## src/rtl/seq_modulo_pkg.sv

```systemverilog
// Shared definitions for the sequential divider/modulo unit.
// Holds the default operand widths and the controller state encoding.
package seq_modulo_pkg;

    localparam int unsigned DW_DEFAULT = 8;
    localparam int unsigned IW_DEFAULT = 4;

    typedef enum logic [1:0] {
        IDLE = 2'd0,
        CALC = 2'd1,
        DONE = 2'd2
    } state_e;

endpackage : seq_modulo_pkg

```

## src/rtl/seq_modulo_sign_extender.sv

```systemverilog
// Widens a narrow operand to the full datapath width.
// Ports:
//   in  - IW-bit narrow operand
//   sgn - 1 = sign-extend from bit IW-1, 0 = zero-extend
//   out - DW-bit extended value
module sign_extender #(
    parameter int unsigned IW = 4,
    parameter int unsigned DW = 8
) (
    input  logic [IW-1:0] in,
    input  logic          sgn,
    output logic [DW-1:0] out
);

    logic fill;

    always_comb begin
        fill = sgn & in[IW-1];
        out  = {{(DW-IW){fill}}, in};
    end

endmodule : sign_extender

```

## src/rtl/seq_modulo.sv

```systemverilog
// Sequential divider producing quotient and remainder, one quotient bit
// per cycle via restoring division on operand magnitudes.
// Ports:
//   clk, rst_n   - clock, synchronous active-low reset
//   start        - request a new operation (accepted only in IDLE)
//   signed_mode  - 1 = two's-complement operands
//   ext_a        - 1 = dividend is a[IW-1:0] extended to DW bits
//   a, b         - dividend, divisor
//   busy, done   - operation in progress / one-cycle result strobe
//   quo, rem     - quotient and remainder
//   div0         - last operation had a zero divisor
module seq_modulo
    import seq_modulo_pkg::*;
#(
    parameter int unsigned DW = DW_DEFAULT,
    parameter int unsigned IW = IW_DEFAULT
) (
    input  logic          clk,
    input  logic          rst_n,
    input  logic          start,
    input  logic          signed_mode,
    input  logic          ext_a,
    input  logic [DW-1:0] a,
    input  logic [DW-1:0] b,
    output logic          busy,
    output logic          done,
    output logic [DW-1:0] quo,
    output logic [DW-1:0] rem,
    output logic          div0
);

    localparam int unsigned CW = $clog2(DW) + 1;

    state_e          state_q, state_d;
    logic [CW-1:0]   cnt_q, cnt_d;
    logic [DW-1:0]   dvd_q, dvd_d;     // dividend magnitude, shifts into quotient
    logic [DW-1:0]   acc_q, acc_d;     // partial remainder
    logic [DW-1:0]   dsr_q, dsr_d;     // divisor magnitude
    logic            qneg_q, qneg_d;
    logic            rneg_q, rneg_d;
    logic            busy_q, busy_d;
    logic            done_q, done_d;
    logic [DW-1:0]   quo_q, quo_d;
    logic [DW-1:0]   rem_q, rem_d;
    logic            div0_q, div0_d;

    logic [DW-1:0]   ext_val;
    logic [DW-1:0]   dividend;
    logic            a_neg, b_neg;
    logic [DW-1:0]   a_mag, b_mag;
    logic [DW:0]     trial;
    logic            qbit;
    logic [DW-1:0]   acc_next;
    logic [DW-1:0]   q_next;

    sign_extender #(
        .IW (IW),
        .DW (DW)
    ) u_ext (
        .in  (a[IW-1:0]),
        .sgn (signed_mode),
        .out (ext_val)
    );

    // Operand selection and magnitudes for the launch cycle
    always_comb begin
        dividend = ext_a ? ext_val : a;
        a_neg    = signed_mode & dividend[DW-1];
        b_neg    = signed_mode & b[DW-1];
        a_mag    = a_neg ? (DW'(0) - dividend) : dividend;
        b_mag    = b_neg ? (DW'(0) - b) : b;
    end

    // One restoring step; trial needs DW+1 bits because acc may reach dsr-1
    always_comb begin
        trial    = {acc_q, dvd_q[DW-1]};
        qbit     = (trial >= {1'b0, dsr_q});
        acc_next = qbit ? DW'(trial - {1'b0, dsr_q}) : trial[DW-1:0];
        q_next   = {dvd_q[DW-2:0], qbit};
    end

    // Next-state and output logic
    always_comb begin
        state_d = state_q;
        cnt_d   = cnt_q;
        dvd_d   = dvd_q;
        acc_d   = acc_q;
        dsr_d   = dsr_q;
        qneg_d  = qneg_q;
        rneg_d  = rneg_q;
        done_d  = 1'b0;
        quo_d   = quo_q;
        rem_d   = rem_q;
        div0_d  = div0_q;

        case (state_q)
            IDLE: begin
                if (start) begin
                    dvd_d  = a_mag;
                    dsr_d  = b_mag;
                    acc_d  = '0;
                    cnt_d  = '0;
                    qneg_d = a_neg ^ b_neg;
                    rneg_d = a_neg;
                    if (b == '0) begin
                        state_d = DONE;
                        done_d  = 1'b1;
                        quo_d   = '1;
                        rem_d   = dividend;
                        div0_d  = 1'b1;
                    end else begin
                        state_d = CALC;
                        div0_d  = 1'b0;
                    end
                end
            end
            CALC: begin
                acc_d = acc_next;
                dvd_d = q_next;
                cnt_d = cnt_q + CW'(1);
                if (cnt_q == CW'(DW - 1)) begin
                    state_d = DONE;
                    done_d  = 1'b1;
                    // Most-negative / -1 wraps naturally through the negation
                    quo_d   = qneg_q ? (DW'(0) - q_next) : q_next;
                    rem_d   = rneg_q ? (DW'(0) - acc_next) : acc_next;
                end
            end
            DONE: begin
                state_d = IDLE;
            end
            default: begin
                state_d = IDLE;
            end
        endcase

        busy_d = (state_d != IDLE);
    end

    always_ff @(posedge clk) begin
        if (!rst_n) begin
            state_q <= IDLE;
            cnt_q   <= '0;
            dvd_q   <= '0;
            acc_q   <= '0;
            dsr_q   <= '0;
            qneg_q  <= 1'b0;
            rneg_q  <= 1'b0;
            busy_q  <= 1'b0;
            done_q  <= 1'b0;
            quo_q   <= '0;
            rem_q   <= '0;
            div0_q  <= 1'b0;
        end else begin
            state_q <= state_d;
            cnt_q   <= cnt_d;
            dvd_q   <= dvd_d;
            acc_q   <= acc_d;
            dsr_q   <= dsr_d;
            qneg_q  <= qneg_d;
            rneg_q  <= rneg_d;
            busy_q  <= busy_d;
            done_q  <= done_d;
            quo_q   <= quo_d;
            rem_q   <= rem_d;
            div0_q  <= div0_d;
        end
    end

    assign busy = busy_q;
    assign done = done_q;
    assign quo  = quo_q;
    assign rem  = rem_q;
    assign div0 = div0_q;

endmodule : seq_modulo

```

## config.mk

```make
export PLATFORM = sky130hd
export DESIGN_NAME = seq_modulo
export DESIGN_NICKNAME = d
export VERILOG_FILES = /design/src/rtl/seq_modulo_pkg.sv /design/src/rtl/seq_modulo_sign_extender.sv /design/src/rtl/seq_modulo.sv
export SDC_FILE = /design/constraint.sdc
export NUM_CORES = 1
export LEC_CHECK = 0
export CORE_MARGIN = 2
export CORE_UTILIZATION = 40
export DETAILED_ROUTE_END_ITERATION = 7
export GPL_ROUTABILITY_DRIVEN = 0
export PLACE_DENSITY = 0.6
export SLEW_MARGIN = 20
export SYNTH_ARGS = -nofsm -noshare
export SYNTH_HDL_FRONTEND = slang
export SYNTH_SLANG_ARGS = --single-unit
```

## constraint.sdc

```tcl
create_clock -name clk -period 5.2 [get_ports clk]
set_input_delay 1.04 -clock clk [delete_from_list [all_inputs] [get_ports clk]]
set_output_delay 1.04 -clock clk [all_outputs]
set_load 0.01 [all_outputs]
```

==> flow_metrics.py, run 1 <==
metrics = {
    "timing": {
        "min_period_ns": 3.484,
        "hold_violations": 0,
        "finalSetupTns_ns": 0,
        "fin_ws_ns": 1.716,
        "slew_viol_final": 0,
        "finalSetupViolCount": 0,
        "rsz0062_at_grt": "false",
        "period_share": 0.6699,
        "worst_pin_slew_ns": 1.032,
        "relSlewSlack": 0.3119,
        "fmax_mhz": 287.0,
        "fin_skew_ns": 0.004475,
    },
    "final_layout": {
        "nNetsFinal": 484,
        "nFillCells": 780,
        "antennaDiodeCount": 0,
        "area_delta_synth_final_pct": 16.73,
        "stdcell_count": 552,
        "drive_above_1_share": 0.04667,
    },
    "die": {
        "start_util": 0.4124,
        "die_y_um": 93.26,
        "pin_count": 40,
        "placementRows": 32,
        "dieWidth_um": 93.26,
        "dieArea_um2": 8697,
        "coreArea_um2": 7727,
    },
    "run_status": {
        "status": "complete, no violations",
    },
    "yosys": {
        "synth_top_area_cell": "dfxtp_1",
        "synth-seq-area-share": 0.3204,
        "ys_seq_elements": 51,
        "synth.area.top_cells": "dfxtp_1 (32%), nor2_1 (8.0%), a21oi_1 (5.3%)",
        "syn_area_um2": 3187,
        "yosys_warnings": 0,
        "yosys-top-cells-count": "nor2_1 (68), dfxtp_1 (51), nand2_1 (36)",
        "async_flop_share": 0,
        "syn_nets": 458,
        "syn_inst": 423,
        "synth_ff_type": "dfxtp_1",
        "ys_types": 59,
        "syn_avg_cell_area_um2": 7.534,
        "synth.most_common_cell": "nor2_1",
        "yosysTopAreaCellShare": 0.3204,
        "synth-edff-count": 0,
    },
    "clock_network": {
        "htree_levels": 2,
        "ctsHoldBuffers": 0,
        "cts_setup_buffers": 0,
        "cts_root_buf": "clkbuf_8",
        "clk_latency_ns": 0.32,
        "cts-buffers-inserted": 5,
        "cts_tree": "done",
        "cts_resized": 0,
        "clkSlewWorstSetupHoldPaths_ns": 0.10,
        "clock_path_buffers": 2,
        "cts_sinks": 51,
    },
    "setup_path": {
        "cp.required_ns": 5.46,
        "path_max_fanout": 26,
        "end_kind": "flip-flop",
        "r2r_end": "rem[4]$_SDFFE_PN0P_",
        "worst_setup_path_start_kind": "input pin",
        "critPathArrivalTime_ns": 3.74,
        "criticalPathCategory": "in -> reg",
        "r2r_setup_slack_ns": 2.04,
        "reg2reg_depth": 10,
        "worst_r2r_startpoint": "acc_q[4]$_SDFFE_PN0P_",
    },
    "detailed_routing": {
        "ant_nets": 0,
        "drt_iter0_drc": 199,
        "drc": 0,
        "viasPerCell": 5.493,
        "routed_wl_um": 8165,
        "post_drt_wl_per_cell_um": 14.79,
        "vias": 3032,
        "first_pass_iters": 4,
    },
    "power": {
        "leakagePower_nw": 1.406,
        "peakVddDrop_v": 0.0001032,
        "p_per_area_nw_per_um2": 294.6,
    },
    "min_path": {
        "holdPathEnd": "dsr_q[7]$_SDFFE_PN0P_",
        "hp-start": "dsr_q[7]$_SDFFE_PN0P_",
        "hold_class": "reg -> reg",
        "hold_depth": 2,
    },
    "place": {
        "dpl.cell_count": 544,
        "pre_cts_ws_ns": 1.398,
        "post-dp-hpwl_um": 6037,
        "portBuffers": 39,
    },
    "grt": {
        "antenna_found_initial": 0,
        "grt-ovfl-total": 0,
        "grt_pass1_wl_um": 13650,
        "track_usage": 0.1945,
        "grt_pass1_vias": 2836,
        "grt_max_degree": 38,
    },
    "run": {
        "maxCapViolCount": 0,
    },
}
==> metrics by stage <==
| step | power [mW] | instance area [µm²] | util | hold slack, ns |
|---|---|---|---|---|
| after floorplan | 0.7526 | 3187 | - | 0.4363 |
| after global placement | 0.8406 | 3623 | 0.4689 | 0.4549 |
| after detailed placement | 0.8467 | 3623 | 0.4689 | 0.4657 |
| after CTS | 1.101 | 3720 | 0.4814 | 0.4808 |
| after global routing | 1.167 | 3720 | 0.4814 | 0.4954 |
| final | 1.096 | 3720 | 0.4814 | 0.4727 |
==> power breakdown <==
| group | internal (mW) | switching, mW |
|---|---|---|
| combinational | 0.157 | 0.250 |
| clock | 0.0993 | 0.155 |
| sequential | 0.411 | 0.0233 |
| total | 0.667 | 0.428 |
==> state kept, by name, summed over array words and instances (netlist names) <==
register,cells
qneg_q,1
done,1
busy,1
rneg_q,1
div0,1
quo,8
state_q,2
dsr_q,8
dvd_q,8
cnt_q,4
rem,8
acc_q,8
==> placed cells by master, fill, tap and decap left out, types with 2 or more instances in the layout <==
master,count
a211oi_1,14
a21o_1,2
a21oi_1,33
a21oi_2,2
a221oi_1,2
a22oi_1,2
a311oi_1,6
a31oi_1,8
and2_1,3
and3_1,3
buf_4,2
clkbuf_8,5
clkdlybuf4s50_1,39
dfxtp_1,51
ha_1,13
inv_1,21
mux2i_1,6
nand2_1,36
nand2b_1,6
nand3_1,14
nand4_1,3
nor2_1,68
nor2b_1,8
nor3_1,9
nor3b_1,2
nor4_1,2
o211ai_1,2
o21ai_0,22
o21ai_1,3
o31ai_1,4
o41ai_1,3
or2_2,2
or3_1,6
xnor2_1,12
xor2_1,10
==> worst max path at each step <==
| stage | from | endpoint | slack, ns | cells past startpoint |
|---|---|---|---|---|
| finish | b[0] | rem[7]$_SDFFE_PN0P_ | 1.72 | 10 |
| CTS | b[0] | rem[7]$_SDFFE_PN0P_ | 1.70 | 10 |
| detailed placement | b[0] | rem[7]$_SDFFE_PN0P_ | 1.40 | 10 |
| floorplan | dsr_q[5]$_SDFFE_PN0P_ | rem[4]$_SDFFE_PN0P_ | 2.59 | 12 |
| global placement | b[0] | rem[7]$_SDFFE_PN0P_ | 1.51 | 10 |
| global route | b[0] | rem[7]$_SDFFE_PN0P_ | 1.37 | 10 |
==> kinds of logic (layout without fill, tap and decap cells) <==
kind of cell | count (synthesis) | in the layout | share of synthesized area
compound gates | 116 | 116 | 0.2332
simple gates | 168 | 168 | 0.2462
fa+ha+maj | 14 | 14 | 0.05732
xor+xnor | 22 | 22 | 0.06046
mux | 7 | 7 | 0.02238
flops | 51 | 51 | 0.3204
buf+inv | 45 | 72 | 0.06007
==> area by class of cell <==
type	instances	area, µm²	area share
inverters	23	91.34	0.02455
flip-flops and latches	51	1021	0.2745
well taps	102	127.6	0.03431
clock inverters	3	27.53	0.007400
multi-input cells	327	1978	0.5318
clock buffers	5	68.82	0.01850
repair buffers	41	405.4	0.1090
==> routing by layer <==
metal / part of all wire / global-route usage / vias to the layer above
li1: - / - / 1550
met1: 0.49 / 0.2715 / 1401
met2: 0.45 / 0.3153 / 72
met3: 0.043 / 0.02740 / 9
met4: 0.011 / 0.04902 / 0
met5: 0 / 0 / -
==> worst max-delay path, cell delays in order <==
cell and delay [ns]:
clkdlybuf4s50_1 0.47, inv_1 0.09, ha_1 0.15, nor3b_1 0.40, nand4_1 0.18, a21oi_2 0.81
nor2_1 0.08, a211oi_1 0.24, o311ai_0 0.16, nor2_1 0.12
No activity file was read; power rests on OpenSTA's default activity.
==> run 2, diff against run 1 <==
- PLACE_DENSITY: 0.6 -> 0.62
- clock period: 5.2 -> 2.9 ns (I/O delays scaled with it)
==> flow_metrics.py, run 2 (synthesized netlist as in run 1, its figures left out) <==
metrics = {
    "clock_network": {
        "cts-buffers-inserted": 5,
        "clkSlewWorstSetupHoldPaths_ns": 0.10,
        "clk_latency_ns": 0.30,
        "cts_root_buf": "clkbuf_8",
        "cts_tree": "done",
        "cts_sinks": 51,
        "htree_levels": 2,
        "clock_path_buffers": 2,
        "ctsHoldBuffers": 0,
    },
    "final_layout": {
        "stdcell_count": 569,
        "drive_above_1_share": 0.08565,
        "utilization": 0.5011,
        "mostFrequentLayoutCells": "nor2_1 (68), dfxtp_1 (51), clkdlybuf4s50_1 (39), nand2_1 (36), a21oi_1 (34)",
        "area_delta_synth_final_pct": 21.52,
        "nNetsFinal": 501,
        "design_area_um2": 3872,
        "antennaDiodeCount": 0,
        "layout.cells.most_common": "nor2_1",
    },
    "grt": {
        "grt_pass1_wl_um": 14250,
        "grt-ovfl-total": 0,
        "antenna_found_initial": 0,
        "grt_pass1_vias": 2884,
        "track_usage": 0.2035,
        "grt_max_degree": 28,
    },
    "detailed_routing": {
        "ant_nets": 0,
        "post_drt_wl_per_cell_um": 14.98,
        "first_pass_iters": 4,
        "drc": 0,
        "drt_iter0_drc": 254,
        "viasPerCell": 5.480,
        "routed_wl_um": 8525,
        "vias": 3118,
    },
    "timing": {
        "fin_ws_ns": 0.1928,
        "finalSetupViolCount": 0,
        "holdWs_ns": 0.4620,
        "finalSetupTns_ns": 0,
        "rsz0062_at_grt": "false",
        "relSlewSlack": 0.6091,
        "slew_viol_final": 0,
        "min_period_ns": 2.707,
        "period_share": 0.9335,
        "worst_pin_slew_ns": 0.5851,
        "hold_violations": 0,
        "fin_skew_ns": 0.004687,
        "fmax_mhz": 369.4,
    },
    "die": {
        "dieArea_um2": 8697,
        "die_y_um": 93.26,
        "pin_count": 40,
        "dieWidth_um": 93.26,
        "coreArea_um2": 7727,
        "start_util": 0.4124,
        "placementRows": 32,
    },
    "place": {
        "dpl.cell_count": 560,
        "portBuffers": 39,
        "placed_area_um2": 3740,
        "post-dp-hpwl_um": 6446,
        "pre_cts_ws_ns": 0.05513,
    },
    "setup_path": {
        "crit_cells": 10,
        "worst_setup_path_start_kind": "flip-flop",
        "crit_path_max_incr_delay_ns": 0.43,
        "end_kind": "flip-flop",
        "path_delay_family": "compound AO/OA/AOI/OAI gates",
        "path_cells": "inv_1, ha_1, inv_1, fa_1, a211oi_1, nor2_1, o311ai_1, mux2i_1, or3_1, nand3_1",
        "reg2reg_depth": 10,
        "cp_slowest_cell": "o311ai_1",
        "r2r_setup_slack_ns": 0.19,
        "cp.required_ns": 3.15,
        "r2r_end": "rem[6]$_SDFFE_PN0P_",
        "path_max_fanout": 3,
        "startpoint": "dvd_q[7]$_SDFFE_PN0P_",
        "cp_num_buf_inv": 2,
        "criticalPathCategory": "reg -> reg",
        "cpMostUsedCell": "inv_1",
        "critPathArrivalTime_ns": 2.96,
        "worst_r2r_startpoint": "dvd_q[7]$_SDFFE_PN0P_",
        "worstSetupEndpoint": "rem[6]$_SDFFE_PN0P_",
    },
    "min_path": {
        "hold_depth": 2,
        "hold_class": "reg -> reg",
    },
    "power": {
        "power_mw": 2.015,
        "p_per_area_nw_per_um2": 520.3,
        "peakVddDrop_v": 0.0003051,
        "leakagePower_nw": 1.496,
    },
    "run": {
        "maxCapViolCount": 0,
    },
    "run_status": {
        "status": "complete, no violations",
    },
}
==> run 2: cell count changes in the layout (fill, tap and decap cells not counted), sizes merged <==
| cell | change |
|---|---|
| clkbuf | +1 |
| clkinvlp | -1 |
| buf | +17 |
==> run 2: cell type report <==
type / instances / area, µm²
fillers: 736 / 3855
repair buffers: 58 / 533.0
inverters: 23 / 91.34
flip-flops and latches: 51 / 1021
clock inverters: 2 / 13.76
multi-input cells: 327 / 2003
clock buffers: 6 / 82.58
well taps: 102 / 127.6
==> run 2: report_power, final <==
| part | internal [mW] | total [mW] | switching [mW] |
|---|---|---|---|
| sequential | 0.737 | 0.777 | 0.0399 |
| combinational | 0.333 | 0.793 | 0.460 |
| clock | 0.196 | 0.446 | 0.250 |
==> run 2: worst min path at each step <==
stage	startpoint	end	slack [ns]
2_1_floorplan	dsr_q[7]$_SDFFE_PN0P_	dsr_q[7]$_SDFFE_PN0P_	0.44
3_3_place_gp	dsr_q[7]$_SDFFE_PN0P_	dsr_q[7]$_SDFFE_PN0P_	0.44
3_5_place_dp	dsr_q[7]$_SDFFE_PN0P_	dsr_q[7]$_SDFFE_PN0P_	0.45
4_1_cts	dsr_q[7]$_SDFFE_PN0P_	dsr_q[7]$_SDFFE_PN0P_	0.46
5_1_grt	dsr_q[0]$_SDFFE_PN0P_	dsr_q[0]$_SDFFE_PN0P_	0.49
6_report	dsr_q[7]$_SDFFE_PN0P_	dsr_q[7]$_SDFFE_PN0P_	0.46
==> run 2: layer usage <==
metal / wire [µm] / part of all wire / GRT usage / vias up
li1: - / - / - / 1584
met1: 4316 / 0.51 / 0.2916 / 1459
met2: 3776 / 0.44 / 0.3267 / 67
met3: 325 / 0.038 / 0.02176 / 8
met4: 106 / 0.012 / 0.05025 / 0
met5: 0 / 0 / 0 / -
==> run 2: repair_timing <==
item | in CTS | in global routing
setup endpoints to repair | 0 | 2
setup buffers | 0 | 1
gates resized for setup | 0 | 5
==> run 2: tightest hold or removal path, stage by stage, from the launching register on <==
cell and delay (ns):
dfxtp_1 0.32, nand2_1 0.05, a21oi_1 0.05
==> run 3, diff against run 2 <==
- DONT_BUFFER_PORTS: unset -> 1
- PLACE_DENSITY: 0.62 -> 0.55
==> flow_metrics.py, run 3 (synthesized netlist as in run 1, its figures left out) <==
metrics = {
    "run_status": {
        "status": "complete, no violations",
    },
    "grt": {
        "grt_pass1_vias": 2839,
        "track_usage": 0.2024,
        "grt_max_degree": 29,
        "antenna_found_initial": 0,
        "grt_pass1_wl_um": 14030,
        "grt-ovfl-total": 0,
    },
    "clock_network": {
        "cts_setup_buffers": 0,
        "clock_path_buffers": 2,
        "ctsHoldBuffers": 0,
        "cts_tree": "done",
        "cts-buffers-inserted": 5,
        "clkSlewWorstSetupHoldPaths_ns": 0.11,
        "clk_latency_ns": 0.31,
        "cts_root_buf": "clkbuf_8",
        "cts_sinks": 51,
        "htree_levels": 2,
    },
    "final_layout": {
        "drive_above_1_share": 0.08983,
        "mostFrequentLayoutCells": "nor2_1 (68), dfxtp_1 (50), nand2_1 (36), a21oi_1 (33)",
        "layout.cells.most_common": "nor2_1",
        "antennaDiodeCount": 0,
        "seqCellArea_um2": 1022,
        "nNetsFinal": 457,
        "multiInputGateArea_um2": 1992,
        "nFillCells": 808,
        "area_delta_synth_final_pct": 7.499,
    },
    "die": {
        "coreArea_um2": 7727,
        "die_y_um": 93.26,
        "placementRows": 32,
        "pin_count": 40,
        "dieWidth_um": 93.26,
        "dieArea_um2": 8697,
        "start_util": 0.4124,
    },
    "setup_path": {
        "path_max_fanout": 7,
        "cp.required_ns": 3.15,
        "crit_cells": 13,
        "worst_setup_path_start_kind": "flip-flop",
        "critPathArrivalTime_ns": 2.96,
        "end_kind": "flip-flop",
        "reg2reg_depth": 13,
        "crit_path_max_incr_delay_ns": 0.40,
        "path_cells": "inv_1, ha_2, nand3_2, o221ai_1, a21o_1, mux2i_1, ha_1, buf_4, nand2_1, o21ai_1, a41oi_1, or3_1, nand3_1",
        "cp_slowest_cell": "or3_1",
        "worst_r2r_startpoint": "dsr_q[6]$_SDFFE_PN0P_",
        "startpoint": "dsr_q[6]$_SDFFE_PN0P_",
        "path_delay_family": "compound AO/OA/AOI/OAI gates",
        "criticalPathCategory": "reg -> reg",
        "cp_num_buf_inv": 2,
    },
    "timing": {
        "finalSetupViolCount": 0,
        "min_period_ns": 2.710,
        "fin_skew_ns": 0.008309,
        "finalSetupTns_ns": 0,
        "period_share": 0.9345,
        "fmax_mhz": 369.0,
        "slew_viol_final": 0,
        "hold_violations": 0,
        "relSlewSlack": 0.6688,
        "rsz0062_at_grt": "false",
        "fin_ws_ns": 0.1901,
        "worst_pin_slew_ns": 0.4951,
    },
    "detailed_routing": {
        "viasPerCell": 5.606,
        "first_pass_iters": 4,
        "drt_iter0_drc": 119,
        "post_drt_wl_per_cell_um": 16.05,
        "ant_nets": 0,
        "routed_wl_um": 8425,
        "vias": 2943,
        "drc": 0,
    },
    "power": {
        "peakVddDrop_v": 0.0002482,
        "leakagePower_nw": 1.324,
        "p_per_area_nw_per_um2": 570.0,
    },
    "min_path": {
        "hold_class": "in -> reg",
        "hp-start": "rst_n",
        "hold_depth": 1,
    },
    "place": {
        "pre_cts_ws_ns": 0.2262,
        "post-dp-hpwl_um": 6213,
        "portBuffers": 0,
    },
    "run": {
        "maxCapViolCount": 0,
    },
}
run 3: area by class of cell:
| class | instances | share of cell area |
|---|---|---|
| multi-input combinational | 327 | 0.5814 |
| sequential | 51 | 0.2984 |
| tap | 102 | 0.03725 |
| timing repair buffer | 14 | 0.03068 |
| inverter | 23 | 0.02666 |
| clock buffer | 5 | 0.02009 |
| clock inverter | 3 | 0.005478 |
run 3: worst register-to-register path, cell delays in order (launching register included):
cell and delay, ns:
dfxtp_1 0.34, inv_1 0.04, ha_2 0.38, nand3_2 0.09
o221ai_1 0.18, a21o_1 0.22, mux2i_1 0.29, ha_1 0.20
buf_4 0.12, nand2_1 0.05, o21ai_1 0.15, a41oi_1 0.09
or3_1 0.41, nand3_1 0.07
run 3: worst paths after layout:
path         slack [ns]                     to
max                0.19    rem[6]$_SDFFE_PN0P_
min                0.38  cnt_q[3]$_SDFFE_PN0P_
max reg2reg        0.19    rem[6]$_SDFFE_PN0P_
min reg2reg        0.46  dsr_q[7]$_SDFFE_PN0P_
run 3: power breakdown:
part / leakage (nW) / switching (mW) / internal, mW / total, mW
clock: 0.0483 / 0.263 / 0.171 / 0.434
combinational: 0.860 / 0.444 / 0.300 / 0.744
sequential: 0.416 / 0.0375 / 0.737 / 0.774
total: 1.32 / 0.744 / 1.21 / 1.95
run 3: metrics by stage:
step / util / cell area [µm²] / cells / total power [mW] / hold WS, ns
after floorplan: - / 3187 / 423 / 1.350 / 0.4363
after global placement: 0.4301 / 3323 / 517 / 1.513 / 0.4462
after detailed placement: 0.4301 / 3323 / 517 / 1.510 / 0.4550
after CTS: 0.4414 / 3411 / 525 / 1.946 / 0.3705
after global routing: 0.4433 / 3426 / 525 / 2.084 / 0.3767
final: 0.4433 / 3426 / 525 / 1.953 / 0.3808
run 3: repair_timing:
item	4_1_cts	5_1_grt
endpoints found under the setup margin	0	2
gates resized for setup	0	6
hold endpoints to repair	0	0
run 3: metal layers:
metal	global-route usage	vias to the layer above	routed length, µm
met5	0	-	0
met4	0.04534	0	88
met3	0.04593	9	603
met2	0.3141	91	3677
met1	0.2861	1349	4055
li1	-	1494	-
==> edit 1, RTL diff (flow settings as in run 2) <==
`dsr_q` no longer has a reset.
--- a/src/rtl/seq_modulo.sv
+++ b/src/rtl/seq_modulo.sv
@@ -145,3 +145,2 @@
             acc_q   <= '0;
-            dsr_q   <= '0;
             qneg_q  <= 1'b0;
@@ -158,3 +157,2 @@
             acc_q   <= acc_d;
-            dsr_q   <= dsr_d;
             qneg_q  <= qneg_d;
@@ -169,2 +167,6 @@
 
+    always_ff @(posedge clk) begin
+        dsr_q <= dsr_d;
+    end
+
     assign busy = busy_q;
Formal check against the unedited RTL: no difference found for any inputs over 10 cycles, from zero or initial values and one cycle with rst_n low; that may be too few to reach the edited logic, so the function may still have changed.
==> edit 1 against run 2 <==
- routed wire length rose by 1.8%
- area after synthesis down 2.0%
- non-clock buffer count is 13 higher
- fmax shrank 2.3%
- sequential cell count unchanged
- design area rose by 3.9%
- die area shrank 2.0%
- setup slack worse by 63 ps
Power is not compared: it rests on default switching activity, and its combinational part moved more than twofold at a synthesized area within 25%.
==> edit 1: results (changes against run 2) <==
- Share of cells above drive strength 1: 0.169 (+0.0829)
- Port Buffers: 39 (unchanged)
- Peak VDD IR: 235 uV
- Vias per inst: 5.59 (+2.0%)
- Asr flop ratio synth: 0 (unchanged)
- Root buf cell: clkbuf_8
- Hold Buf Count CTS: 0 (unchanged)
- Placed cell area: 3830 um2 (+2.5%)
- Status: finished clean
- Commonest cells in the netlist: dfxtp_1 (43), nor2_1 (38), a21oi_1 (26), nand2_1 (24)
- Wirelength, routed: 8.68 mm (+1.8%)
- Overall global routing resource usage: 0.210 (+0.00635)
- Number of global-route vias before repair: 2784 (-3.5%)
- Synth top area cells: dfxtp_1 (28%), edfxtp_1 (7.7%), ha_1 (5.2%)
- Drt first pass iters: 5 (+1)
- Main synth FF type: dfxtp_1
- Slew @ Worst Pin: 660 ps (+74.9 ps)
- Initial DRC Count: 229 (-9.8%)
- Leak Pwr: 1.53 nW
- Worst-case clock buffer depth: 2 (unchanged)
- Fillers: 689 (-6.4%)
- Synth Warn #: 0 (unchanged)
- Post-synth EDFFs: 8 (+8)
- CTS buffer count: 5 (unchanged)
- Post-synthesis cell type count: 62 (+5.1%)
- Fin nets: 467 (-6.8%)
- CP max FO: 5 (+2)
- Worst Skew: 11.6 ps (+6.90 ps)
- Syn_nets: 407 (-11%)
- Worst-Skew Late Latency: 310 ps
- Initial antenna violation count: 0 (unchanged)
- First-pass GRT wire length: 14.1 mm (-0.77%)
- H-tree depth: 2 (unchanged)
- N_diodes: 0 (unchanged)
- WP data arrival: 3030 ps (+70 ps)
- Post-DP HPWL: 6.60 mm (+2.3%)
- Register area share after synthesis: 0.353 (+0.0323)
- Pin count of the biggest net entering global routing: 27 (-3.6%)
## edit 1: critical path: stages (launching register included)
cell and delay (ps):
edfxtp_1 420, ha_4 240, a31o_1 210, and3_4 170
nor4_4 240, nand2_2 140, mux2i_2 230, ha_2 230
nand2_1 50, o311a_1 300, or4_1 400, nand3_1 80
## edit 1: repair_timing
action                                  CTS  global route
endpoints found under the setup margin    0             3
gates resized for setup                   0            13
setup buffers                             0             3
## edit 1: kinds of logic (layout without fill, tap and decap cells)
logic type,after synthesis,count (layout),synth area share
and+or+nand+nor,130,130,0.212
AOI/OAI and AO/OA,106,106,0.235
DFF,51,51,0.353
buffers and inverters,40,101,0.0505
xor gates and xnor gates,22,22,0.0617
adders and majority gates,14,14,0.0585
muxes,9,9,0.0301
## edit 1: per-stage QoR
stage	instances	setup slack, ps	hold WS, ps	utilization
after floorplan	372	-79.6	465	-
after global placement	524	110	473	0.501
after detailed placement	524	83.5	476	0.501
after CTS	532	52.0	492	0.514
after global routing	535	-25.6	514	0.526
final	535	130	489	0.526
## edit 1: layer usage
| layer | track usage | share of wire | vias to the layer above |
|---|---|---|---|
| met5 | 0 | 0 | - |
| met2 | 0.337 | 0.47 | 103 |
| met4 | 0.0547 | 0.014 | 0 |
| met3 | 0.0358 | 0.062 | 9 |
| li1 | - | - | 1485 |
| met1 | 0.293 | 0.45 | 1394 |
## edit 1: final timing paths
kind                 start        to  slack, ps  cells after the start
setup reg to reg  dsr_q[0]    rem[6]        130                     11
hold reg to reg   cnt_q[1]  cnt_q[1]        490                      2
hold / removal    cnt_q[1]  cnt_q[1]        490                      2
setup / recovery  dsr_q[0]    rem[6]        130                     11
## edit 1: cell type report
| type | instances | area share |
|---|---|---|
| clock buffer | 7 | 0.0215 |
| clock inverter | 1 | 0.00218 |
| inverter | 22 | 0.0205 |
| multi-input combinational | 281 | 0.490 |
| sequential | 51 | 0.274 |
| tap | 102 | 0.0317 |
| timing repair buffer | 71 | 0.160 |
## edit 1: power by group through the flow
stage,Clock (W),Combinational (W),Sequential (W)
2_1_floorplan,0,0.000198,0.000775
3_3_place_gp,0,0.000308,0.000783
3_5_place_dp,0,0.000310,0.000785
4_1_cts,0.000443,0.000312,0.000768
5_1_grt,0.000470,0.000359,0.000773
6_report,0.000438,0.000325,0.000770
==> edit 2, RTL diff (flow settings as in run 2) <==
Made on the original files. Change the package constant `IW_DEFAULT` from 4 to 8.
--- a/src/rtl/seq_modulo_pkg.sv
+++ b/src/rtl/seq_modulo_pkg.sv
@@ -5,3 +5,3 @@
     localparam int unsigned DW_DEFAULT = 8;
-    localparam int unsigned IW_DEFAULT = 4;
+    localparam int unsigned IW_DEFAULT = 8;
 
Function: changed (a bounded check fails within 4 cycles, from zero or initial values and one cycle with rst_n low).
==> edit 2 against run 2 <==
- via count fell by 3.7%
- hold slack barely moved
- routed wire length fell by 8.0%
- die area fell by 1.3%
- non-clock buffer count rose by 14
- power rose by 18%
- area after synthesis fell by 1.4%
- setup slack got worse by 140 ps
- sequential cell count did not move
- design area rose by 2.5%
- combinational power rose by 44%
- critical path depth rose by 2
- largest power group unchanged
- highest routed layer unchanged
==> edit 2: results (changes against run 2) <==
- Status: finished clean
- Internal power: 0.00146 W (+16%)
- Commonest cells in the netlist: nor2_1 (52), dfxtp_1 (51), nand2_1 (39), a21oi_1 (36), xnor2_1 (19)
- Post-DP HPWL: 5.74 mm (-11%)
- Top cell type's share of synthesized area: 0.325 (+0.00446)
- Overall global routing resource usage: 0.187 (-0.0167)
- Met2 routed WL: 3.45 mm (-8.7%)
- Initial antenna violation count: 0 (unchanged)
- WP data arrival: 3050 ps (+90 ps)
- P_comb: 0.00114 W (+44%)
- Wirelength, routed: 7.84 mm (-8.0%)
- Worst Skew: 6.08 ps (+1.39 ps)
- Global-route met2 utilization: 0.283 (-0.0433)
- Leak Pwr: 1.49 nW (-0.50%)
- Syn_nets: 434 (-5.2%)
- Main synth FF type: dfxtp_1
- Register area share after synthesis: 0.325 (+0.00446)
- Fin cells: 558 (-1.9%)
- N_diodes: 0 (unchanged)
- Post-Synthesis Cells: 399 (-5.7%)
- Pin count of the biggest net entering global routing: 31 (+11%)
- Post-synthesis mux area share: 0.0191 (-0.00327)
- Met3 WL: 462 um (+42%)
- Grt met1 use: 0.275 (-0.0164)
- Complex-gate fraction of the synthesized area: 0.235 (+0.00166)
- CP max FO: 2 (-1)
- Via count: 3003 (-3.7%)
- Adder and majority cell fraction of the synthesized area: 0.0581 (+0.000799)
- H-tree depth: 2 (unchanged)
- Number of global-route vias before repair: 2661 (-7.7%)
- First-pass GRT wire length: 13.0 mm (-8.9%)
- DR top layer: met4
- Placed Cells: 548 (-2.1%)
- Synth Area in XOR/XNOR: 0.0780 (+0.0176)
- Synth Warn #: 0 (unchanged)
- Clock power share: 0.189 (-0.032)
- Fin nets: 490 (-2.2%)
- Synth top area cells: dfxtp_1 (32%), nor2_1 (6.2%), a21oi_1 (5.7%)
- Share of cells above drive strength 1: 0.171 (+0.0854)
- ANT nets after route: 0 (unchanged)
- Peak VDD IR: 205 uV (-33%)
- Port Buffers: 38 (-2.6%)
- Initial DRC Count: 141 (-44%)
- Met1 Wirelength: 3.81 mm (-12%)
- Post-cts gate resize count: 4 (+4)
- Slew @ Worst Pin: 557 ps (-28.2 ps)
- Post-synthesis cell type count: 54 (-8.5%)
- Met3 usage: 0.0325 (+0.0108)
- R2R cell count: 12 (+2)
## edit 2: cell types whose count changed after synthesis, moves of 4 or more
cell	before	now
clkbuf_1	17	13
a31oi_1	8	13
o221a_2	0	4
xnor2_1	12	19
nor2_1	68	52
o21ai_1	3	9
o21ai_0	22	13
nand3b_1	1	5
nor2b_1	8	0
## edit 2: final cells by class
class                      count  area (um2)
sequential                    51        1020
timing repair buffer          72         648
fill                         775        3720
clock inverter                 2        16.3
clock buffer                   6        82.6
inverter                      20        80.1
tap                          102         128
multi-input combinational    305        1990
## edit 2: worst max-delay path: stages, from the launching register on
cell and delay, ps:
dfxtp_2 340, inv_2 70, ha_4 130, inv_2 40, fa_2 390, a211oi_2 280
nor2_2 80, xor2_2 180, or3_4 400, or4_4 410, nand4_1 120, mux2i_1 230
a21oi_1 80
## edit 2: cell families (layout without fill, tap and decap cells)
logic type | after synthesis | count (layout)
buffers and inverters | 43 | 100
multiplexers | 6 | 6
adder cells (fa/ha/maj) | 14 | 14
flip-flops | 51 | 51
AO/OA/AOI/OAI | 114 | 114
AND/OR/NAND/NOR | 143 | 143
XOR/XNOR | 28 | 28
## edit 2: final timing paths
| kind | end | slack, ps | start |
|---|---|---|---|
| setup reg to reg | rem[7] | 50 | dvd_q[7] |
| hold / removal | dsr_q[7] | 460 | dsr_q[7] |
| setup / recovery | rem[7] | 50 | dvd_q[7] |
| hold reg to reg | dsr_q[7] | 460 | dsr_q[7] |
## edit 2: metrics by stage
step | setup WS (ps) | area (um2) | total power [W]
final | 53.4 | 3970 | 0.00237
after global routing | -122 | 3970 | 0.00253
after CTS | 2.64 | 3890 | 0.00230
after detailed placement | -27.2 | 3770 | 0.00184
after global placement | -4.38 | 3770 | 0.00182
after floorplan | 64.3 | 3160 | 0.00153
